$ cat src/rtl/ctr_block_unpacker_pkg.sv
// ctr_pkg: shared constants and types for the CTR block unpacker.
//   CTR_DATA_WIDTH : block width coming from the CTR core
//   CTR_PIX_WIDTH  : width of one output pixel
//   CTR_BPB        : pixels per block
//   unpack_state_t : output register state (EMPTY / STREAM)
package ctr_pkg;

  localparam int CTR_DATA_WIDTH = 256;
  localparam int CTR_PIX_WIDTH  = 8;
  localparam int CTR_BPB        = CTR_DATA_WIDTH / CTR_PIX_WIDTH;

  typedef enum logic {
    EMPTY  = 1'b0,
    STREAM = 1'b1
  } unpack_state_t;

endpackage

$ cat src/rtl/ctr_block_unpacker_if.sv
// ctr_block_unpacker_if: block input strobe and pixel output stream.
//   in_valid / in_data           : one-cycle block strobe, no backpressure
//   m_tvalid / m_tready          : pixel handshake
//   m_tdata / m_tlast            : pixel and end-of-image marker
// Handshake: a pixel transfers on a rising clk edge where m_tvalid and
// m_tready are both high. Once m_tvalid is raised it stays high, and
// m_tdata / m_tlast stay unchanged, until that transfer happens.
// m_tready may change freely and never depends on m_tvalid.
// in_valid has no ready: a block presented is either stored or dropped.
// Modports: slave = the unpacker, master = whoever drives it.
interface ctr_block_unpacker_if
  import ctr_pkg::*;
#(
  parameter int DATA_WIDTH = CTR_DATA_WIDTH,
  parameter int PIX_WIDTH  = CTR_PIX_WIDTH
);

  logic                  in_valid;
  logic [DATA_WIDTH-1:0] in_data;
  logic                  m_tready;
  logic                  m_tvalid;
  logic [PIX_WIDTH-1:0]  m_tdata;
  logic                  m_tlast;

  modport master (
    output in_valid, in_data, m_tready,
    input  m_tvalid, m_tdata, m_tlast
  );

  modport slave (
    input  in_valid, in_data, m_tready,
    output m_tvalid, m_tdata, m_tlast
  );

endinterface

$ cat src/rtl/ctr_block_unpacker_fifo.sv
// block_fifo: synchronous FIFO of DATA_WIDTH x DEPTH words.
//   clk, reset : clock, async active-high reset (pointers and level only)
//   push, din  : write din when push (ignored when full unless popping)
//   pop, dout  : dout shows the head word; pop advances (ignored when empty)
//   level      : words held; full / empty derived from it
module block_fifo #(
  parameter int DATA_WIDTH = 256,
  parameter int DEPTH      = 4
) (
  input  logic                          clk,
  input  logic                          reset,
  input  logic                          push,
  input  logic                          pop,
  input  logic [DATA_WIDTH-1:0]         din,
  output logic [DATA_WIDTH-1:0]         dout,
  output logic [$clog2(DEPTH):0]        level,
  output logic                          full,
  output logic                          empty
);

  localparam int PTR_W = $clog2(DEPTH);
  localparam int LVL_W = PTR_W + 1;

  logic [DATA_WIDTH-1:0] mem [DEPTH];
  logic [PTR_W-1:0]      wr_ptr_q, wr_ptr_d;
  logic [PTR_W-1:0]      rd_ptr_q, rd_ptr_d;
  logic [LVL_W-1:0]      level_q, level_d;
  logic                  do_push, do_pop;

  assign full    = (level_q == LVL_W'(DEPTH));
  assign empty   = (level_q == '0);
  assign level   = level_q;
  assign dout    = mem[rd_ptr_q];
  // A full FIFO still accepts a push when the head leaves in the same cycle.
  assign do_pop  = pop & ~empty;
  assign do_push = push & (~full | do_pop);

  always_comb begin
    wr_ptr_d = wr_ptr_q;
    rd_ptr_d = rd_ptr_q;
    level_d  = level_q;
    // DEPTH is a power of two, so pointers wrap naturally.
    if (do_push) wr_ptr_d = wr_ptr_q + PTR_W'(1);
    if (do_pop)  rd_ptr_d = rd_ptr_q + PTR_W'(1);
    case ({do_push, do_pop})
      2'b10:   level_d = level_q + LVL_W'(1);
      2'b01:   level_d = level_q - LVL_W'(1);
      default: level_d = level_q;
    endcase
  end

  always_ff @(posedge clk or posedge reset) begin
    if (reset) begin
      wr_ptr_q <= '0;
      rd_ptr_q <= '0;
      level_q  <= '0;
    end else begin
      wr_ptr_q <= wr_ptr_d;
      rd_ptr_q <= rd_ptr_d;
      level_q  <= level_d;
    end
  end

  always_ff @(posedge clk) begin
    if (do_push) mem[wr_ptr_q] <= din;
  end

endmodule

$ cat src/rtl/ctr_block_unpacker.sv
// ctr_block_unpacker: buffers CTR result blocks and serializes them into a
// pixel stream, LSB pixel first, marking the last pixel of each image.
//   clk, reset  : clock, async active-high reset
//   bus         : block strobe in, pixel stream out (see the interface)
//   overflow    : sticky, a block arrived while the FIFO was full
//   fifo_level  : words currently in the block FIFO
//   state_dbg   : output register state
module ctr_block_unpacker
  import ctr_pkg::*;
#(
  parameter int DATA_WIDTH = CTR_DATA_WIDTH,
  parameter int PIX_WIDTH  = CTR_PIX_WIDTH,
  parameter int FIFO_DEPTH = 4,
  parameter int IMG_PIXELS = 65536
) (
  input  logic                         clk,
  input  logic                         reset,
  ctr_block_unpacker_if.slave          bus,
  output logic                         overflow,
  output logic [$clog2(FIFO_DEPTH):0]  fifo_level,
  output unpack_state_t                state_dbg
);

  localparam int BPB   = DATA_WIDTH / PIX_WIDTH;
  localparam int IDX_W = (BPB > 1) ? $clog2(BPB) : 1;
  localparam int CNT_W = (IMG_PIXELS > 1) ? $clog2(IMG_PIXELS) : 1;
  localparam logic [IDX_W-1:0] IDX_LAST = IDX_W'(BPB - 1);
  localparam logic [CNT_W-1:0] CNT_LAST = CNT_W'(IMG_PIXELS - 1);

  unpack_state_t         state_q, state_d;
  logic [DATA_WIDTH-1:0] word_q, word_d;
  logic [IDX_W-1:0]      idx_q, idx_d;
  logic [CNT_W-1:0]      cnt_q, cnt_d;
  logic                  overflow_q, overflow_d;

  logic                  fifo_push, fifo_pop, fifo_full, fifo_empty;
  logic [DATA_WIDTH-1:0] fifo_dout;
  logic                  img_last, word_end;

  block_fifo #(
    .DATA_WIDTH (DATA_WIDTH),
    .DEPTH      (FIFO_DEPTH)
  ) u_fifo (
    .clk   (clk),
    .reset (reset),
    .push  (fifo_push),
    .pop   (fifo_pop),
    .din   (bus.in_data),
    .dout  (fifo_dout),
    .level (fifo_level),
    .full  (fifo_full),
    .empty (fifo_empty)
  );

  assign img_last = (cnt_q == CNT_LAST);

  always_comb begin
    state_d  = state_q;
    word_d   = word_q;
    idx_d    = idx_q;
    cnt_d    = cnt_q;
    fifo_pop = 1'b0;
    // The image end also ends the word: remaining bytes are padding.
    word_end = (idx_q == IDX_LAST) || img_last;
    case (state_q)
      EMPTY: begin
        if (!fifo_empty) begin
          fifo_pop = 1'b1;
          word_d   = fifo_dout;
          idx_d    = '0;
          state_d  = STREAM;
        end
      end
      STREAM: begin
        if (bus.m_tready) begin
          cnt_d = img_last ? '0 : cnt_q + CNT_W'(1);
          if (word_end) begin
            idx_d = '0;
            // Reload in the same cycle so word boundaries have no bubble.
            if (!fifo_empty) begin
              fifo_pop = 1'b1;
              word_d   = fifo_dout;
            end else begin
              state_d = EMPTY;
            end
          end else begin
            idx_d = idx_q + IDX_W'(1);
          end
        end
      end
      default: state_d = EMPTY;
    endcase
    fifo_push  = bus.in_valid && (!fifo_full || fifo_pop);
    overflow_d = overflow_q || (bus.in_valid && fifo_full && !fifo_pop);
  end

  always_ff @(posedge clk or posedge reset) begin
    if (reset) begin
      state_q    <= EMPTY;
      word_q     <= '0;
      idx_q      <= '0;
      cnt_q      <= '0;
      overflow_q <= 1'b0;
    end else begin
      state_q    <= state_d;
      word_q     <= word_d;
      idx_q      <= idx_d;
      cnt_q      <= cnt_d;
      overflow_q <= overflow_d;
    end
  end

  // Outputs come straight from registered state, so they hold while stalled.
  assign bus.m_tvalid = (state_q == STREAM);
  assign bus.m_tdata  = (state_q == STREAM) ?
                        word_q[int'(idx_q)*PIX_WIDTH +: PIX_WIDTH] : '0;
  assign bus.m_tlast  = (state_q == STREAM) && img_last;
  assign overflow     = overflow_q;
  assign state_dbg    = state_q;

endmodule

$ cat src/flat_wrapper.sv
// flat-port wrapper written by rule: the top's interface ports become plain ports
module ctr_block_unpacker_flat import ctr_pkg::*;
#(
  parameter int DATA_WIDTH = CTR_DATA_WIDTH,
  parameter int PIX_WIDTH  = CTR_PIX_WIDTH,
  parameter int FIFO_DEPTH = 4,
  parameter int IMG_PIXELS = 65536
)
  (clk, reset, overflow, fifo_level, state_dbg, bus_in_valid, bus_in_data, bus_m_tready, bus_m_tvalid, bus_m_tdata, bus_m_tlast);
  ctr_block_unpacker_if #(.DATA_WIDTH(DATA_WIDTH), .PIX_WIDTH(PIX_WIDTH)) bus_i ();
  input  logic clk;
  input  logic reset;
  output logic overflow;
  output logic [$clog2(FIFO_DEPTH):0] fifo_level;
  output unpack_state_t state_dbg;
  input wire logic [$bits(bus_i.in_valid)-1:0] bus_in_valid;
  input wire logic [$bits(bus_i.in_data)-1:0] bus_in_data;
  input wire logic [$bits(bus_i.m_tready)-1:0] bus_m_tready;
  output wire logic [$bits(bus_i.m_tvalid)-1:0] bus_m_tvalid;
  output wire logic [$bits(bus_i.m_tdata)-1:0] bus_m_tdata;
  output wire logic [$bits(bus_i.m_tlast)-1:0] bus_m_tlast;
  assign bus_i.in_valid = bus_in_valid;
  assign bus_i.in_data = bus_in_data;
  assign bus_i.m_tready = bus_m_tready;
  assign bus_m_tvalid = bus_i.m_tvalid;
  assign bus_m_tdata = bus_i.m_tdata;
  assign bus_m_tlast = bus_i.m_tlast;
  ctr_block_unpacker #(.DATA_WIDTH(DATA_WIDTH), .PIX_WIDTH(PIX_WIDTH), .FIFO_DEPTH(FIFO_DEPTH), .IMG_PIXELS(IMG_PIXELS)) u_core (.clk(clk), .reset(reset), .bus(bus_i), .overflow(overflow), .fifo_level(fifo_level), .state_dbg(state_dbg));
endmodule
$ cat config.mk
export PLATFORM = sky130hd
export DESIGN_NAME = ctr_block_unpacker_flat
export DESIGN_NICKNAME = d
export VERILOG_FILES = /design/src/rtl/ctr_block_unpacker_pkg.sv /design/src/rtl/ctr_block_unpacker_if.sv /design/src/rtl/ctr_block_unpacker_fifo.sv /design/src/rtl/ctr_block_unpacker.sv /design/src/flat_wrapper.sv
export SDC_FILE = /design/constraint.sdc
export NUM_CORES = 1
export LEC_CHECK = 0
export ABC_AREA = 1
export CAP_MARGIN = 5
export CORE_MARGIN = 2
export CORE_UTILIZATION = 39
export DETAILED_ROUTE_END_ITERATION = 6
export SETUP_SLACK_MARGIN = 0.5
export SKIP_LAST_GASP = 1
export SYNTH_ARGS = -nofsm -noshare
export SYNTH_HDL_FRONTEND = slang
export SYNTH_HIERARCHICAL = 1
export SYNTH_SLANG_ARGS = --single-unit
$ cat constraint.sdc
create_clock -name clk -period 36.5 [get_ports clk]
set_clock_uncertainty 0.05 [all_clocks]
set_input_delay 7.3 -clock clk [delete_from_list [all_inputs] [get_ports clk]]
set_output_delay 7.3 -clock clk [all_outputs]
set_load 0.05 [all_outputs]
Yosys cells after proc, flatten, opt, wreduce, memory -nomap -nowiden. Memory sizes are Yosys's and may differ from the RTL's. Index checks and enable logic that the tools add are counted. Widths: inputs -> output; s select.

Memories kept: 1. Word-level logic and storage cells: 64. Memory bits (writable): 1024. Latch bits: 0. Bits in registers: 286. ROM bits: 0. Output and inout port bits: 15.

Memories: u_core.u_fifo.mem (depth 4, bits a word 256, read ports 1, clocked after memory_dff 0, write ports 1, line ctr_block_unpacker_fifo.sv:24) `logic [DATA_WIDTH-1:0] mem [DEPTH];`.

Divide/modulo/power cells: 0. Shifts and indexed selects: 1. Multipliers: 0. Add/sub/neg operators: 6. Bitwise logic cells: 6. Mux-type cells: 20. Equal/unequal tests: 8. Order comparisons: 0. Reduce and logical (&&, ||, !) cells: 14.

Operator list (count): $mux 256 (3); $pmux 256 s2 (1); $shiftx 256x9->8 (1); $add 16x1->16 const B (1); $eq 16x16->1 const B (1); $mux 16 (1); $mux 5 (3); $pmux 5 s2 (1); $mux 8 (1); $mux 1 (7); $ne 2x2->1 const B (3); $pmux 3 s2 (1); $reduce_and 2->1 (3); $add 5x1->5 const B (1); $eq 5x5->1 const B (1); $add 2x1->2 const B (2); $logic_and 1x1->1 (4); $pmux 1 s2 (2); $add 3x1->3 const B (1); $eq 3x3->1 const B (1); $logic_not 3->1 (1); $logic_or 1x1->1 (3); $not 1->1 (3); $sub 3x1->3 const B (1); other kinds (6) (8).

Depth between registers and ports, before layout. Gate-level depths: netlist of the first run.

Depth in word-level cells: 10. Gate-level depth with buffers: 22. Mapped depth without buffers: 20.

By module. The synthesis of the first run kept the hierarchy.

By module, submodules not included: block_fifo (area an instance 38791.0 µm², times used 1, cells an instance 2794, seq. area each 30924.7 µm²); ctr_block_unpacker (area an instance 13852.0 µm², times used 1, cells an instance 1850, seq. area each 6981.7 µm²).

Worst setup path after synthesis of the first run. Ideal clock, no wire load.

Path kind: input-to-reg. From: in bus_m_tready. To: mem u_core.u_fifo.mem[0][0] (enable). Setup time: 879 ps. Stages on the path: 10. Buffers on the path: 2. Path slack: 16698 ps. Required time: 35571 ps. Arrival time: 18873 ps. Path through: inv_1 -> nor2_1 -> nand2_4 -> nand2_4 -> buf_6 -> buf_6 -> inv_1 -> nand3_1 -> nand2_1 -> nor2_1.

Cells in the longest elaborated chain, start to end: 7.

RTL lines: start, declared (line flat_wrapper.sv:18) `input wire logic [$bits(bus_i.m_tready)-1:0] bus_m_tready;`; $mux 1 * (line ctr_block_unpacker.sv:75) `if (bus.m_tready) begin`; $pmux 1 s2 * (line ctr_block_unpacker.sv:65) `case (state_q)`; named net u_core.fifo_pop (line ctr_block_unpacker.sv:36) `logic fifo_push, fifo_pop, fifo_full, fifo_empty;`; $and 1x1->1 or $logic_or 1x1->1 (tied branches) (line ctr_block_unpacker_fifo.sv:35, ctr_block_unpacker.sv:93); $or 1x1->1 or $logic_and 1x1->1 (tied branches) (line ctr_block_unpacker_fifo.sv:36, ctr_block_unpacker.sv:93); $and 1x1->1 * (line ctr_block_unpacker_fifo.sv:36) `assign do_push = push & (~full | do_pop);`; $mux 1 * (line ctr_block_unpacker_fifo.sv:65) `if (do_push) mem[wr_ptr_q] <= din;`; $mux 1 (implied by the code) * (line ctr_block_unpacker_fifo.sv:65); end, declared (line ctr_block_unpacker_fifo.sv:24).

The timed path passes the listed nets; every way through them passes the cells marked *.

Worst setup path after layout of the first run.
From: reg u_core.idx_q[1]. To: out bus_m_tdata[2].

Cells in the longest elaborated chain, start to end: 2.

RTL lines: start, declared (line ctr_block_unpacker.sv:32) `logic [IDX_W-1:0] idx_q, idx_d;`; start signal, assigned (line ctr_block_unpacker.sv:107) `idx_q <= idx_d;`; $shiftx 256x9->8 (line ctr_block_unpacker.sv:116) `word_q[int'(idx_q)*PIX_WIDTH +: PIX_WIDTH] : '0;`; $mux 8 (line ctr_block_unpacker.sv:115) `assign bus.m_tdata = (state_q == STREAM) ?`; end, declared (line flat_wrapper.sv:20) `output wire logic [$bits(bus_i.m_tdata)-1:0] bus_m_tdata;`.

No other way between the ends.

==> implementation parameters, run 1 <==
Parameter                              Value

Placement
  Count of input and output buffers    274
  Half-perimeter wire length of the detailed placement result    80200 um
  Post-Place Cell Area    56400 um^2
  Final RePlAce weighted congestion    0.812
  Post-Place Worst Slack    23.72 ns
  Cell total after placement    6423

Timing
  Count of final hold-check violations    0
  Unrepaired setup endpoints after global routing    false
  Fin Setup TNS    0 ns
  Relative slew slack    0.492%
  Post-route worst setup slack    23.82 ns
  Minimum clock period after layout    12.68 ns
  Count of endpoints failing setup in the final report    0
  Highest clock frequency the design can meet    78.9 MHz
  Max Slew Vio Count    0
  Post-route clock period utilization    34.7%
  Worst Max-Slew Pin Slew    1.49 ns

Floorplan
  Site Rows    134
  Core area    134000 um^2
  Die extent in y    371 um
  Horizontal die dimension    371 um
  Initial core utilization    39.3%
  Num ports    275
  Full die area    138000 um^2

Final layout
  Non-Filler Instances    6677
  Post-Layout Inst Area    60800 um^2
  Nets    5065
  Fraction of layout instances using a drive strength above 1    5.12%
  Most common cell after layout, fill and taps aside    sky130_fd_sc_hd__edfxtp_1
  Top library cells by usage in the layout, fill and taps aside    sky130_fd_sc_hd__edfxtp_1, sky130_fd_sc_hd__nand2_1, sky130_fd_sc_hd__nor2_1, sky130_fd_sc_hd__o21ai_1, sky130_fd_sc_hd__nand3_1
  Growth of design area from synthesis to finish    15.6%

Run
  Number of maximum-capacitance violations    0

Clock network
  Maximum buffer depth of the clock tree    3
  Post-CTS resize count    0
  H-Tree Depth    4
  Number of post-CTS setup repair buffers    0
  Root cell of the clock tree    sky130_fd_sc_hd__clkbuf_16
  Inserted Clock Buffers    139
  Clock transition at the register clock pins on the worst setup and hold paths after CTS    0.06 ns
  Clock Latency Late Sink    0.76 ns
  Hold_buf cts    0
  CTS tree    built
  Clock Sink Count    1310

Route
  Count of TritonRoute iterations in the first routing pass    7
  Final routed DRC violation total    1
  Iteration-0 DRC count of the detailed router    3188
  Total Wirelength    134000 um
  Count of nets left with antenna violations after detail routing    0
  Via-to-Cell Ratio    5.14
  Vias    34299
  Wire length per cell    20.1 um

Logic synthesis
  Netlist area before placement    52600 um^2
  Top area cells in the synthesized netlist    sky130_fd_sc_hd__edfxtp_1, sky130_fd_sc_hd__dfrtp_1, sky130_fd_sc_hd__nand2_1
  Mapped Nets    4913
  Area share of the leading cell type in the synthesized netlist    58.4%
  Cell type with the largest total area after synthesis    sky130_fd_sc_hd__edfxtp_1
  Number of library cell types mapped by synthesis    30
  Number of flip-flops and latches in the synthesized netlist    1310
  Number of instances in the synthesized netlist    4644
  Number of warnings reported in the yosys synthesis log    6
  Syn avg cell area    11.3 um^2
  Fraction of the yosys area taken by sequential cells    72.0%

Outcome
  Status    finished, violations left
  Violated checks    design-rule violations

Worst setup path
  Data arrival time of the critical path    5.33 ns
  Number of cells on the worst reg-to-reg path    13
  Start-to-end type of the worst setup path    reg -> out
  Critical Path Start Type    register
  Maximum fanout count along the critical path    44
  Launch instance of the worst register-to-register path    u_core/idx_q[3]
  Crit Reg-Reg Endpoint    u_core/u_fifo/mem[3][180]
  Register-to-Register Setup Slack    29.69 ns
  Crit. End Element    primary output
  Required time at the endpoint of the critical path    29.15 ns

Worst hold path
  Hold depth    2
  Hold endpoint    u_core/word_q[230]
  Hold crit path type    reg -> reg
  Hold path start    u_core/word_q[230]

GRT
  Pin count of the biggest net entering global routing    232
  Grt peak-use layer    met2
  Number of global-route vias before repair    32540
  Wire length of the first global-routing pass    202000 um
  Met2 track demand over resource    29.2%
  Met1 demand-to-capacity share in global routing    27.3%
  Antenna violations before repair    17
  Global-route met3 utilization    4.90%
  Grt ovf    0
  All-Layer GR Usage    19.3%

Power
  Maximum vdd ir drop    0.0559 mV
  Cell Pwr Density    72.3 nW/um^2
  Leakage Power    22.8 nW
flip-flops by register name (all words and copies together) (netlist names):
register,count
u_core/idx_q,5
u_core/u_fifo/wr_ptr_q,2
u_core/u_fifo/rd_ptr_q,2
u_core/word_q,256
u_core/bus.m_tvalid,1
u_core/cnt_q,16
u_core/u_fifo/mem,1024
u_core/overflow,1
u_core/u_fifo/level,3
power by group:
| group | internal (W) | switching, W | total, W |
|---|---|---|---|
| logic | 0.000251 | 0.000724 | 0.000975 |
| clock network | 0.000786 | 0.000576 | 0.00136 |
| registers | 0.00195 | 0.000110 | 0.00206 |
| total | 0.00299 | 0.00141 | 0.00440 |
routing by layer:
layer	part of all wire, %	vias up
li1	-	16379
met1	45	16854
met2	46	870
met3	6.9	178
met4	2.4	18
met5	0.082	-
cells by family (layout without fill, tap and decap cells):
logic type	Yosys count	after routing	synth area share (%)
other	0	4	0
buffers and inverters	368	629	3.55
AND/OR/NAND/NOR	2066	2066	15.7
flip-flops	1310	1310	72.0
XOR/XNOR	8	8	0.133
AO/OA/AOI/OAI	883	883	8.40
adder cells (fa/ha/maj)	9	9	0.228
cells in the mapped netlist, drive strengths merged:
cell type,number
a21oi,54
and3,1
buf,205
clkbuf,94
clkinv,4
dfrtp,286
edfxtp,1024
fa,1
ha,8
inv,65
nand2,870
nand3,367
nand3b,1
nand4,2
nor2,819
nor3,5
o21a,1
o21ai,827
o21bai,1
or2,1
xnor2,4
xor2,4
area by class of cell:
| type | count | area (um^2) |
|---|---|---|
| fill | 12239 | 73000 |
| sequential | 1310 | 37900 |
| multi-input combinational | 2966 | 12900 |
| clock buffer | 184 | 3760 |
| timing repair buffer | 310 | 3080 |
| tap | 1768 | 2210 |
| clock inverter | 66 | 651 |
| inverter | 69 | 284 |
| antenna | 4 | 10.0 |
critical path: stages, from the launching register on:
cell	delay [ns]
sky130_fd_sc_hd__dfrtp_2	1.09
sky130_fd_sc_hd__nand2_1	0.79
sky130_fd_sc_hd__inv_1	0.74
sky130_fd_sc_hd__nand2_1	0.12
sky130_fd_sc_hd__nand3_1	0.16
sky130_fd_sc_hd__nand3_1	0.15
sky130_fd_sc_hd__a21oi_1	0.57
sky130_fd_sc_hd__clkdlybuf4s50_1	0.94
how the worst max path moves through the flow:
| stage | startpoint | to | cells after the start |
|---|---|---|---|
| global placement | bus_m_tready | u_core/u_fifo/mem[3][178] | 11 |
| finish | u_core/idx_q[1] | bus_m_tdata[2] | 7 |
| detailed placement | bus_m_tready | u_core/u_fifo/mem[3][188] | 11 |
| CTS | u_core/idx_q[1] | bus_m_tdata[7] | 7 |
| global route | u_core/idx_q[1] | bus_m_tdata[5] | 7 |
| floorplan | bus_m_tready | u_core/u_fifo/mem[0][0] | 10 |
through the flow:
stage / hold WS, ns / utilization (%) / power, W
2_1_floorplan: 0.418 / - / 0.00278
3_3_place_gp: 0.431 / 42.2 / 0.00305
3_5_place_dp: 0.444 / 42.2 / 0.00307
4_1_cts: 0.460 / 45.5 / 0.00443
5_1_grt: 0.468 / 45.5 / 0.00461
6_report: 0.456 / 45.5 / 0.00440
(Power assumes the default switching activity.)
==> run 2: changes to the inputs <==
clock period = 12.3 ns   (was 36.5 ns; I/O delays follow)
==> run 2 against run 1 <==
Effect of this change:
- the flow now finishes without violations
- critical endpoint is now bus_m_tdata[5]
- via count hardly changed
- highest routed layer unchanged
- sequential cell count stayed put
- global-route usage hardly changed
==> implementation parameters, run 2 (synthesis results as in run 1) <==
Parameter                              Value

Worst hold path
  Hold path start    u_core/word_q[193]
  Hold depth    2 (unchanged)
  Hold crit path type    reg -> reg
  Hold endpoint    u_core/word_q[193]

Worst setup path
  Critical Path Max Stage Delay    0.93 ns (-0.16 ns)
  Data arrival time of the critical path    5.11 ns (-0.22 ns)
  Critical Path Start Type    register
  Launch instance of the worst register-to-register path    u_core/idx_q[3]
  Crit. End Element    primary output
  Number of cells on the worst reg-to-reg path    13 (unchanged)
  Required time at the endpoint of the critical path    9.79 ns (-19.36 ns)
  Crit Reg-Reg Endpoint    u_core/u_fifo/mem[1][141]
  Register-to-Register Setup Slack    5.35 ns (-24.34 ns)
  Start-to-end type of the worst setup path    reg -> out
  Maximum fanout count along the critical path    44 (unchanged)
  Critical-path cell list    buf_4, nand2_1, inv_1, nand2_1, nand3_1, nand3_1, a21oi_1, clkdlybuf4s50_1
  Crit-path slowest cell    sky130_fd_sc_hd__clkdlybuf4s50_1

Clock network
  Post-CTS resize count    0 (unchanged)
  Number of post-CTS setup repair buffers    0 (unchanged)
  Clock Latency Late Sink    0.76 ns (about the same)
  Clock transition at the register clock pins on the worst setup and hold paths after CTS    0.06 ns (about the same)
  H-Tree Depth    4 (unchanged)
  Clock Sink Count    1310 (unchanged)
  Inserted Clock Buffers    140 (+0.72%)
  CTS tree    built
  Root cell of the clock tree    sky130_fd_sc_hd__clkbuf_16
  Hold_buf cts    0 (unchanged)
  Maximum buffer depth of the clock tree    3 (unchanged)

Timing
  Count of final hold-check violations    0 (unchanged)
  Worst Max-Slew Pin Slew    1.26 ns (-0.228 ns)
  Relative slew slack    15.7% (+15 points)
  Unrepaired setup endpoints after global routing    false
  Highest clock frequency the design can meet    131 MHz
  Count of endpoints failing setup in the final report    0 (unchanged)
  Max Slew Vio Count    0 (unchanged)
  Post-route worst setup slack    4.68 ns (-19.14 ns)
  Minimum clock period after layout    7.62 ns
  Fin Setup TNS    0 ns (unchanged)
  Post-route clock period utilization    61.9%

GRT
  Wire length of the first global-routing pass    202000 um (+0.18%)
  Met2 track demand over resource    29.2% (-0.064 points)
  Antenna violations before repair    17 (unchanged)
  All-Layer GR Usage    19.3% (+0.036 points)
  Met1 demand-to-capacity share in global routing    27.5% (+0.22 points)
  Global-route met3 utilization    5.05% (+0.15 points)
  Grt ovf    0 (unchanged)
  Grt peak-use layer    met2
  Pin count of the biggest net entering global routing    200 (-14%)
  Number of global-route vias before repair    32613 (+0.22%)

Power
  Int Pwr    0.00888 W (+200%)
  Tot Pwr    0.0130 W (+200%)
  Maximum vdd ir drop    0.148 mV (+160%)
  Part of the power in combinational logic    22.3% (about the same)
  Power share of the sequential group    46.8% (about the same)
  Clock Power Share    30.9% (about the same)
  Cell Pwr Density    214 nW/um^2 (+200%)
  Sw Ratio    31.8% (-0.24 points)
  Net Switching    0.00415 W (+190%)
  Leakage Power    22.8 nW (about the same)

Final layout
  Number of flip-flops under the largest register name    1024 (unchanged)
  Growth of design area from synthesis to finish    15.6% (about the same)
  Core utilization of the finished layout    45.5% (about the same)
  Nets    5067 (+0.039%)
  Most common cell after layout, fill and taps aside    sky130_fd_sc_hd__edfxtp_1
  Registers with the highest flip-flop counts    u_core/u_fifo/mem (1024), u_core/word_q (256), u_core/cnt_q (16)
  Top library cells by usage in the layout, fill and taps aside    sky130_fd_sc_hd__edfxtp_1, sky130_fd_sc_hd__nand2_1, sky130_fd_sc_hd__nor2_1, sky130_fd_sc_hd__o21ai_1, sky130_fd_sc_hd__nand3_1
  Post-Layout Inst Area    60900 um^2 (about the same)
  Most flop-heavy register    u_core/u_fifo/mem
  Fraction of layout instances using a drive strength above 1    5.13% (+0.012 points)

Placement
  Post-Place Worst Slack    4.16 ns (-19.56 ns)
  Count of input and output buffers    274 (unchanged)
  Post-Place Cell Area    56400 um^2 (about the same)
  Final RePlAce weighted congestion    0.828 (+2.0%)
  Half-perimeter wire length of the detailed placement result    80000 um (-0.27%)

Floorplan
  Site Rows    134 (unchanged)
  Horizontal die dimension    371 um (unchanged)
  Full die area    138000 um^2 (unchanged)
  Initial core utilization    39.3% (unchanged)
  Num ports    275 (unchanged)
  Die extent in y    371 um (unchanged)
  Core area    134000 um^2 (unchanged)

Run
  Number of maximum-capacitance violations    0 (unchanged)

Outcome
  Status    completed

Route
  Total Wirelength    135000 um (+0.25%)
  Count of TritonRoute iterations in the first routing pass    6 (-1)
  Count of nets left with antenna violations after detail routing    0 (unchanged)
  Iteration-0 DRC count of the detailed router    3530 (+11%)
  Via-to-Cell Ratio    5.13 (about the same)
  Vias    34331 (+0.093%)
  Wire length per cell    20.1 um (+0.12%)
  Final routed DRC violation total    0 (-1)
## run 2: changes by cell type in the layout (fill, tap and decap cells not counted), sizes merged
cell    before  now
clkinv      49   47
buf         36   37
clkbuf     184  196
bufinv       8    5
diode        4    5
## run 2: power groups by stage
stage	combinational [W]	clock, W	sequential (W)
floorplan	0.00185	0	0.00640
global placement	0.00291	0	0.00616
detailed placement	0.00293	0	0.00619
CTS	0.00294	0.00412	0.00610
global route	0.00320	0.00429	0.00618
finish	0.00290	0.00402	0.00610
## run 2: final cells by class
class / instances / area [um^2]
antenna: 5 / 12.5
clock inverter: 61 / 457
sequential: 1310 / 37900
tap: 1768 / 2210
timing repair buffer: 311 / 3100
clock buffer: 196 / 3950
fill: 12164 / 72900
inverter: 69 / 284
multi-input combinational: 2966 / 12900
## run 2: worst max-delay path by stage
stage                          from                   endpoint  slack [ns]  cells after the start
global route        u_core/idx_q[0]             bus_m_tdata[2]        4.49                     10
floorplan              bus_m_tready    u_core/u_fifo/mem[0][0]       -2.66                     10
detailed placement     bus_m_tready  u_core/u_fifo/mem[1][162]        4.16                     11
CTS                 u_core/idx_q[1]             bus_m_tdata[5]        4.71                      8
global placement       bus_m_tready  u_core/u_fifo/mem[1][160]        4.03                     11
finish              u_core/idx_q[1]             bus_m_tdata[5]        4.68                      8
## run 2: routing by layer
| metal | vias up | routed length, um |
|---|---|---|
| met5 | - | 139 |
| met4 | 22 | 3260 |
| met3 | 188 | 10500 |
| met2 | 978 | 61300 |
| met1 | 16753 | 59500 |
| li1 | 16390 | - |
## run 2: stage by stage
step / hold WS, ns / std cells
floorplan: 0.418 / 4644
global route: 0.473 / 6682
global placement: 0.437 / 6424
detailed placement: 0.443 / 6424
finish: 0.455 / 6686
CTS: 0.451 / 6681
## run 2: worst max-delay path, delay by kind of cell (launching register included)
family	cells	cell delay (ns)
buf+inv	3	2.23
simple gates	4	1.23
compound gates	1	0.54
flops	1	0.33
